===== config.mk =====
export PLATFORM = sky130hd
export DESIGN_NAME = rf_sequencer
export DESIGN_NICKNAME = d
export VERILOG_FILES = /design/src/rtl/rf_seq_pkg.sv /design/src/rtl/rf_seq_alu.sv /design/src/rtl/rf_sequencer.sv
export SDC_FILE = /design/constraint.sdc
export NUM_CORES = 1
export LEC_CHECK = 0
export ABC_AREA = 1
export CAP_MARGIN = 20
export CORE_UTILIZATION = 48
export DETAILED_ROUTE_END_ITERATION = 10
export GPL_TIMING_DRIVEN = 0
export PLACE_DENSITY = 0.81
export SLEW_MARGIN = 20
export SYNTH_ARGS = -nofsm -noshare
export SYNTH_HDL_FRONTEND = slang
export SYNTH_SLANG_ARGS = --single-unit

===== constraint.sdc =====
create_clock -name clk -period 2.6 [get_ports clk]
set_input_delay 0.39 -clock clk [delete_from_list [all_inputs] [get_ports clk]]
set_output_delay 0.39 -clock clk [all_outputs]
set_load 0.02 [all_outputs]

===== src/rtl/rf_seq_pkg.sv =====
// Shared definitions for the register-file instruction sequencer:
// opcode encodings, FSM state encoding and the illegal-opcode test.
package rf_seq_pkg;

  localparam logic [3:0] OP_NOP  = 4'd0;
  localparam logic [3:0] OP_ADD  = 4'd1;
  localparam logic [3:0] OP_SUB  = 4'd2;
  localparam logic [3:0] OP_AND  = 4'd3;
  localparam logic [3:0] OP_OR   = 4'd4;
  localparam logic [3:0] OP_XOR  = 4'd5;
  localparam logic [3:0] OP_LDI  = 4'd6;
  localparam logic [3:0] OP_ADDI = 4'd7;
  localparam logic [3:0] OP_SHL  = 4'd8;
  localparam logic [3:0] OP_SHR  = 4'd9;

  localparam logic [1:0] S_IDLE = 2'd0;
  localparam logic [1:0] S_READ = 2'd1;
  localparam logic [1:0] S_EXEC = 2'd2;
  localparam logic [1:0] S_WB   = 2'd3;

  // Opcodes above SHR are unassigned.
  function automatic logic op_illegal(input logic [3:0] op);
    return (op > OP_SHR);
  endfunction

endpackage


===== src/rtl/rf_seq_alu.sv =====
// Combinational ALU for the sequencer. Results are truncated to DATA_WIDTH;
// carry_o carries the bit shifted or overflowed out (borrow for SUB).
module rf_seq_alu
  import rf_seq_pkg::*;
#(
  parameter int DATA_WIDTH = 8
) (
  input  logic [3:0]            op_i,
  input  logic [DATA_WIDTH-1:0] a_i,
  input  logic [DATA_WIDTH-1:0] b_i,
  input  logic [DATA_WIDTH-1:0] imm_i,
  output logic [DATA_WIDTH-1:0] result_o,
  output logic                  carry_o
);

  logic [DATA_WIDTH:0] sum_ab;
  logic [DATA_WIDTH:0] sum_ai;
  logic [DATA_WIDTH:0] diff_ab;

  assign sum_ab  = {1'b0, a_i} + {1'b0, b_i};
  assign sum_ai  = {1'b0, a_i} + {1'b0, imm_i};
  // The extra top bit of the widened difference is the unsigned borrow.
  assign diff_ab = {1'b0, a_i} - {1'b0, b_i};

  // Operation select
  always_comb begin
    result_o = '0;
    carry_o  = 1'b0;
    case (op_i)
      OP_ADD:  {carry_o, result_o} = sum_ab;
      OP_SUB:  {carry_o, result_o} = diff_ab;
      OP_AND:  result_o = a_i & b_i;
      OP_OR:   result_o = a_i | b_i;
      OP_XOR:  result_o = a_i ^ b_i;
      OP_LDI:  result_o = imm_i;
      OP_ADDI: {carry_o, result_o} = sum_ai;
      OP_SHL:  {carry_o, result_o} = {a_i, 1'b0};
      OP_SHR: begin
        result_o = {1'b0, a_i[DATA_WIDTH-1:1]};
        carry_o  = a_i[0];
      end
      default: begin
        result_o = '0;
        carry_o  = 1'b0;
      end
    endcase
  end

endmodule


===== src/rtl/rf_sequencer.sv =====
// Serialised instruction sequencer in front of the general-purpose register
// file: accept, read operands, execute, write back; one instruction per four
// cycles, so read-after-write needs no forwarding.
// Optional build macro: RF_SEQ_FLAGS_EN enables the zero/carry flag
// registers; without it flag_z/flag_c are tied low.
//
// state  | meaning
// S_IDLE | waiting for an instruction, instr_ready high
// S_READ | source addresses presented, file samples them
// S_EXEC | operands valid, ALU result captured at exit
// S_WB   | write-back, result_valid (and err) pulse
module rf_sequencer
  import rf_seq_pkg::*;
#(
  parameter int DATA_WIDTH    = 8,
  parameter int REG_FILE_SIZE = 16,
  parameter int ADDR_WIDTH    = $clog2(REG_FILE_SIZE)
) (
  input  logic                  clk,
  input  logic                  reset,
  input  logic                  instr_valid,
  output logic                  instr_ready,
  input  logic [3:0]            opcode,
  input  logic [ADDR_WIDTH-1:0] rd,
  input  logic [ADDR_WIDTH-1:0] rs1,
  input  logic [ADDR_WIDTH-1:0] rs2,
  input  logic [DATA_WIDTH-1:0] imm,
  output logic [ADDR_WIDTH-1:0] rf_addr_a,
  output logic [ADDR_WIDTH-1:0] rf_addr_b,
  input  logic [DATA_WIDTH-1:0] rf_operand_a,
  input  logic [DATA_WIDTH-1:0] rf_operand_b,
  output logic                  rf_wen,
  output logic [ADDR_WIDTH-1:0] rf_addr_write,
  output logic [DATA_WIDTH-1:0] rf_data_in,
  output logic [DATA_WIDTH-1:0] result,
  output logic                  result_valid,
  output logic                  err,
  output logic                  flag_z,
  output logic                  flag_c
);

  logic [1:0]            state_q, state_d;
  logic [3:0]            op_q;
  logic [ADDR_WIDTH-1:0] rd_q, rs1_q, rs2_q;
  logic [DATA_WIDTH-1:0] imm_q;
  logic [DATA_WIDTH-1:0] result_q;
  logic [DATA_WIDTH-1:0] alu_result;
  logic                  alu_carry;
  logic                  accept;
  logic                  op_bad;
  logic                  op_writes;

  assign instr_ready = (state_q == S_IDLE);
  assign accept      = instr_valid && instr_ready;
  assign op_bad      = op_illegal(op_q);
  // NOP and illegal opcodes neither write back nor touch result/flags.
  assign op_writes   = (op_q != OP_NOP) && !op_bad;

  rf_seq_alu #(
    .DATA_WIDTH(DATA_WIDTH)
  ) u_alu (
    .op_i    (op_q),
    .a_i     (rf_operand_a),
    .b_i     (rf_operand_b),
    .imm_i   (imm_q),
    .result_o(alu_result),
    .carry_o (alu_carry)
  );

  // Next-state logic: only IDLE waits, every other state advances.
  always_comb begin
    state_d = state_q;
    case (state_q)
      S_IDLE:  if (accept) state_d = S_READ;
      S_READ:  state_d = S_EXEC;
      S_EXEC:  state_d = S_WB;
      S_WB:    state_d = S_IDLE;
      default: state_d = S_IDLE;
    endcase
  end

  // State, instruction latch and result register.
  always_ff @(posedge clk) begin
    if (reset) begin
      state_q  <= S_IDLE;
      op_q     <= OP_NOP;
      rd_q     <= '0;
      rs1_q    <= '0;
      rs2_q    <= '0;
      imm_q    <= '0;
      result_q <= '0;
    end else begin
      state_q <= state_d;
      if (accept) begin
        op_q  <= opcode;
        rd_q  <= rd;
        rs1_q <= rs1;
        rs2_q <= rs2;
        imm_q <= imm;
      end
      if ((state_q == S_EXEC) && op_writes) begin
        result_q <= alu_result;
      end
    end
  end

  assign rf_addr_a     = (state_q == S_IDLE) ? '0 : rs1_q;
  assign rf_addr_b     = (state_q == S_IDLE) ? '0 : rs2_q;
  assign rf_wen        = (state_q == S_WB) && op_writes;
  assign rf_addr_write = (state_q == S_WB) ? rd_q : '0;
  assign rf_data_in    = result_q;
  assign result        = result_q;
  assign result_valid  = (state_q == S_WB);
  assign err           = (state_q == S_WB) && op_bad;

`ifdef RF_SEQ_FLAGS_EN
  logic flag_z_q, flag_c_q;

  // Flags follow the result register and hold on NOP/illegal.
  always_ff @(posedge clk) begin
    if (reset) begin
      flag_z_q <= 1'b0;
      flag_c_q <= 1'b0;
    end else if ((state_q == S_EXEC) && op_writes) begin
      flag_z_q <= (alu_result == '0);
      flag_c_q <= alu_carry;
    end
  end

  assign flag_z = flag_z_q;
  assign flag_c = flag_c_q;
`else
  logic unused_flag_carry;

  assign unused_flag_carry = alu_carry;
  assign flag_z            = 1'b0;
  assign flag_c            = 1'b0;
`endif

endmodule


* Word-level counts from Yosys, hierarchy flattened
Index checks and enable logic that the tools add are counted.
** Storage, ports and cells
- Flip-flop bits (word level) :: 34
- Latch bits :: 0
- Bits in writable memories :: 0
- Memory bits (read-only) :: 0
- Bits of input ports :: 43
- Output and inout bits :: 34
- Logic and storage cells :: 41
- Memories :: 0
** Operators by class
- Add/subtract/negate cells :: 3
- Multiply operators :: 0
- Div/mod/pow operators :: 0
- $lt $le $gt $ge :: 1
- Equality and inequality tests :: 13
- Shift operators :: 0
- Multiplexer cells :: 6
- Bitwise gates (word level) :: 3
- Reductions and logical operators :: 8
** Operator list (count)
- case mux 8 bit (9 select lines) :: 1
- adder 8 bit :: 2
- equality test 4 x 3 -> 1 bit (second input constant) :: 4
- 2-to-1 mux 4 bit :: 3
- AND 8 bit :: 1
- equality test 4 x 2 -> 1 bit (second input constant) :: 2
- equality test 4 bit (second input constant) :: 2
- OR 8 bit :: 1
- case mux 2 bit (4 select lines) :: 1
- subtractor 8 bit :: 1
- bitwise XOR 8 bit :: 1
- logical AND 1 bit :: 5
- equality test 2 bit (second input constant) :: 2
- equality test 4 x 1 -> 1 bit (second input constant) :: 1
- > comparator 4 bit (second input constant) :: 1
- nonzero test 4 bit :: 1
- equality test 2 x 1 -> 1 bit (second input constant) :: 1
- zero test 2 bit :: 1
- 2-to-1 mux 2 bit :: 1
- != test 2 x 1 -> 1 bit (second input constant) :: 1
- zero test 1 bit :: 1

* Depth between registers and ports, before layout
- Depth in word-level cells :: 4
- Depth in mapped cells :: 20
- Mapped depth without buffers :: 20

* Modules after synthesis
Synthesis repeated with hierarchy kept, for this count alone.
** Second synthesis, totals
- Cells, all modules :: 549
- Area total of the unflattened synthesis :: 3402.0 um2
** By module, submodules not included
- rf_seq_alu :: times used 1, cells each 327, area each 1829.3 um2, seq. area each 0.0 um2
- rf_sequencer :: times used 1, cells each 222, area each 1572.8 um2, seq. area each 680.7 um2

* Worst setup path before layout
OpenSTA, ideal clock, no wires.
- Path kind :: register to register
- Start :: register op_q[1]
- End :: register result_q[5], in the netlist result[5]
- Library setup time :: 0.122 ns
- Arrival :: 2.160 ns
- Data required time :: 2.478 ns
- Path slack :: 0.317 ns
- Stages on the path, launching flop included :: 17
- Buffers on the path :: 0
- Period minus slack after synthesis :: 2.283 ns
- Path through :: dfxtp_1 -> inv_1 -> nor2_2 -> nand2_1 -> inv_2 -> nor2_2 -> inv_1 -> o21ai_1 -> a31oi_1 -> a21oi_1 -> ha_1 -> inv_1 -> o21ai_0 -> a21oi_1 -> or2_2 -> nand3_1 -> a21oi_1
** Between the ends
- Cells in the longest elaborated chain, start to end :: 4
- Elaborated cells between the ends (all ways) :: 15
- Those cells by class :: order compare: 1; eq/ne: 9; mux: 1; reduce/logical: 4
** RTL lines
- from (decl) :: RTL line rf_sequencer.sv:43 : logic [3:0] op_q;
- from (signal assigned) :: RTL line rf_sequencer.sv:95 : op_q <= opcode;
- > comparator 4 bit :: RTL line rf_seq_pkg.sv:23 : return (op > OP_SHR);
- zero test 1 bit :: RTL line rf_sequencer.sv:57 : assign op_writes = (op_q != OP_NOP) && !op_bad;
- logical AND 1 bit :: RTL line rf_sequencer.sv:57
- logical AND 1 bit :: RTL line rf_sequencer.sv:101 : if ((state_q == S_EXEC) && op_writes) begin
- to (signal assigned) :: RTL line rf_sequencer.sv:102 : result_q <= alu_result;
- to (decl) :: RTL line rf_sequencer.sv:46 : logic [DATA_WIDTH-1:0] result_q;
Parallel ways exist; a longest one is shown, timed or not.
A chain may end at the register's enable or synchronous reset.

* Worst setup path after layout
- Start :: register op_q[3]
- End :: register result_q[6], in the netlist result[6]
The elaborated chain is that of the path after synthesis.

==> summary.txt <==
Crit path buffers/inverters -> 3
Most Crowded Layer GR -> met2
Routed WL -> 7410 µm
Highest-count cells in the layout ignoring fill and taps -> 73 x inv_1, 72 x clkdlybuf4s50_1, 49 x nand2_1, 43 x nor2_1, 39 x o21ai_0
Vias in the first global route -> 2,499
Cell count after placement -> 545
Overflow after GRT -> 0
Hold Buf Count CTS -> 0
Final hold vios -> 0
Cell Pwr Density -> 794 nW/µm²
Clock Skews -> 3.56 ps
# fillers -> 453
Hold Slack -> 457 ps
Met2 Usage GRT -> 0.421
Internal power -> 1.60 mW
Post-synth cell types -> 32
Area added between synthesis and finish -> 39.7%
Reg2reg setup slack -> 190 ps
Total net switching power -> 1.30 mW
Startpoint types -> flop
Post-synthesis compound-gate area fraction -> 0.223
Power Total -> 2.90 mW
Post-synthesis simple-gate area fraction -> 0.220
Routed vias/inst -> 5.18
GRT met1 Usage -> 0.337
Clock root buffer -> clkbuf_8
Routability Congestion -> 0.917
Mapped Area -> 2620 µm²
Worst R2R End -> result[6]
Port bufs -> 74
CP dominant cell by count -> nand2_1
Adder-Cell Fraction of Synth Area -> 0.137
Slowest Stage Delay on Critical Path -> 470 ps
Num rows -> 26
Yosys reg bits -> 34
Vias -> 2,893
Critical path cell sequence -> nor2_4 > nand2_4 > clkinv_4 > nor2_4 > inv_4 > o21ai_1 > inv_1 > ha_4 > nand2_1 > nand2_1 > nand2_1 > nand2_1 > nand2_1 > a21oi_2 > nor2_1 > nand2_1 > nand3_1 > a21oi_1
Seq/Total Area, Yosys -> 0.260
Slowest library cell on the worst path -> dfxtp_1
Mux contribution to synthesized area -> 0
Hold crit path type -> flop to flop
Reg2reg path depth -> 18
CP delay by family, top -> simple AND/OR/NAND/NOR gates
Setup Viol. Count Final -> 0
CTS tree -> built
Hold Startpoint -> rs2_q[1]
Slew Viols, Final -> 0
Clock latency on the worst-skew pair -> 280 ps
Initial antenna violation count -> 0
Hold path depth -> 2
Worst path arrival time -> 2620 ps
Met3 Usage GRT -> 0.0503
Largest family of logic cells by synthesized area -> compound AO/OA/AOI/OAI gates
Drt drc -> 0
Setup ws final -> 193 ps
Logic pwr share -> 0.581
Hpwl dp -> 5750 µm
Avg Inst Size Synth -> 6.54 µm²
Total CTS buffers -> 5
Sequential share of power -> 0.278
Die area -> 5750 µm²
Drt pass-1 iters -> 4
Min Tclk post-route -> 2410 ps
Leading cell type in the layout, fill and taps excluded -> inv_1
Post-DRT Antenna Nets -> 0
# IOs -> 77
Routed WL per cell -> 13.3 µm
Worst hold path endpoint -> rs2_q[1]
Antenna cell count -> 0
Number of clock sinks -> 34
Total GRT Usage -> 0.255
Largest net degree at the start of global routing -> 11
Die Y -> 75.8 µm
Mapped Cells -> 400
Critical path type -> flop to flop
Slew HR -> 0.666
Nets@finish -> 558
Critical path endpoint category -> flop
Ys Warns -> 0
Max clock buf depth -> 2
Placeable Area -> 5170 µm²
Switching share of power -> 0.448
Share of cells above drive strength 1 -> 0.109
Fin cells -> 558
Max frequency -> 415 MHz
XOR/XNOR Fraction of Synth Area -> 0
Period utilization -> 0.926
Max IR drop VDD -> 605 µV
Worst slack, placed -> -377 ps
Clock network fraction of design power -> 0.141
First-pass GRT wire length -> 11,100 µm
Critical Path Fanout Max -> 7
Die width -> 75.8 µm
Critical R2R Launch -> op_q[3]
CTS clk-pin slew, worst paths -> 70 ps
Max-Cap Viols -> 0
Initial DRC count -> 161
Status -> complete, no violations
Initial core utilization -> 0.506
Leakage power -> 1.71 nW
Final core occ -> 0.707
CTS HTree Levels -> 2
Worst slew pin tran -> 501 ps
Required @ worst endpoint -> 2820 ps
## cell usage after synthesis (all sizes together)
cell / n / area share
nor3: 2 / 0.0038
inv: 79 / 0.11
a31oi: 5 / 0.012
o21a: 1 / 0.0029
o221ai: 1 / 0.0033
nor2: 49 / 0.077
or2: 3 / 0.0072
o21ai: 45 / 0.086
o2111ai: 1 / 0.0033
o22ai: 11 / 0.026
buf: 13 / 0.034
nand3: 28 / 0.054
a211oi: 4 / 0.011
clkinv: 1 / 0.0033
dfxtp: 34 / 0.26
nand2: 52 / 0.078
a221oi: 1 / 0.0033
clkbuf: 6 / 0.0086
o311ai: 1 / 0.0033
ha: 27 / 0.13
fa: 1 / 0.0076
a21oi: 28 / 0.054
o211ai: 6 / 0.017
conb: 1 / 0.0014
## worst max path at each step
| stage | from | end | cells after the start |
|---|---|---|---|
| 6_report | op_q[3] | result[6] | 18 |
| 5_1_grt | op_q[3] | result[6] | 18 |
| 4_1_cts | rf_operand_b[1] | result[5] | 17 |
| 3_5_place_dp | rf_operand_b[0] | result[5] | 16 |
| 3_3_place_gp | rf_operand_b[0] | result[5] | 16 |
| 2_1_floorplan | op_q[1] | result[5] | 16 |
## final cells by class
cell class                      instances  area [µm²]  area share
Clock inverter                          1        5.00     0.00137
Tap cell                               70        87.6      0.0240
Timing Repair Buffer                   79         779       0.213
Clock buffer                            7        86.3      0.0236
Inverter                               80         310      0.0849
Multi-Input combinational cell        268        1580       0.433
Sequential cell                        34         692       0.189
Buffer                                 19         111      0.0305
## state kept, by name (all words and copies together), names as in the netlist
name	cells
result	8
rd_q	4
rs2_q	4
imm_q	8
rs1_q	4
state_q	2
op_q	4
## power groups by stage
stage          registers (mW)  logic [mW]  clock network (mW)
4_1_cts                 0.793        1.61               0.412
2_1_floorplan           0.822       0.982                   0
3_5_place_dp            0.800        1.59                   0
3_3_place_gp            0.791        1.56                   0
6_report                0.808        1.69               0.410
5_1_grt                 0.828        1.87               0.440
## timing repair
item / CTS / global route
pin swaps: 0 / 5
buffers inserted: 1 / 4
gates resized for setup: 6 / 26
endpoints found under the setup margin: 4 / 5
cloned: 0 / 0
## worst register-to-register path, delay by kind of cell (launching register included)
| family | cells | cell delay, ps |
|---|---|---|
| buf+inv | 3 | 260 |
| fa+ha+maj | 1 | 280 |
| flops | 1 | 470 |
| compound gates | 3 | 440 |
| simple gates | 11 | 910 |
## through the flow
step / TNS, ps / instance area [µm²]
final: 0 / 3660
after global routing: -18.3 / 3660
after CTS: -2.10 / 3550
after detailed placement: -1700 / 3450
after global placement: -1300 / 3450
after floorplan: 0 / 2620
## cell families (layout without fill, tap and decap cells)
family | Yosys count | in the layout
and+or+nand+nor | 134 | 134
DFF | 34 | 34
AOI/OAI and AO/OA | 104 | 104
adders and majority gates | 28 | 28
buffers and inverters | 99 | 186
other | 1 | 2
## layer usage
metal | vias up | share of wire
met4 | 0 | 0.014
li1 | 1465 | -
met2 | 109 | 0.49
met1 | 1309 | 0.45
met3 | 10 | 0.055
met5 | - | 0
(Power assumes the default switching activity.)
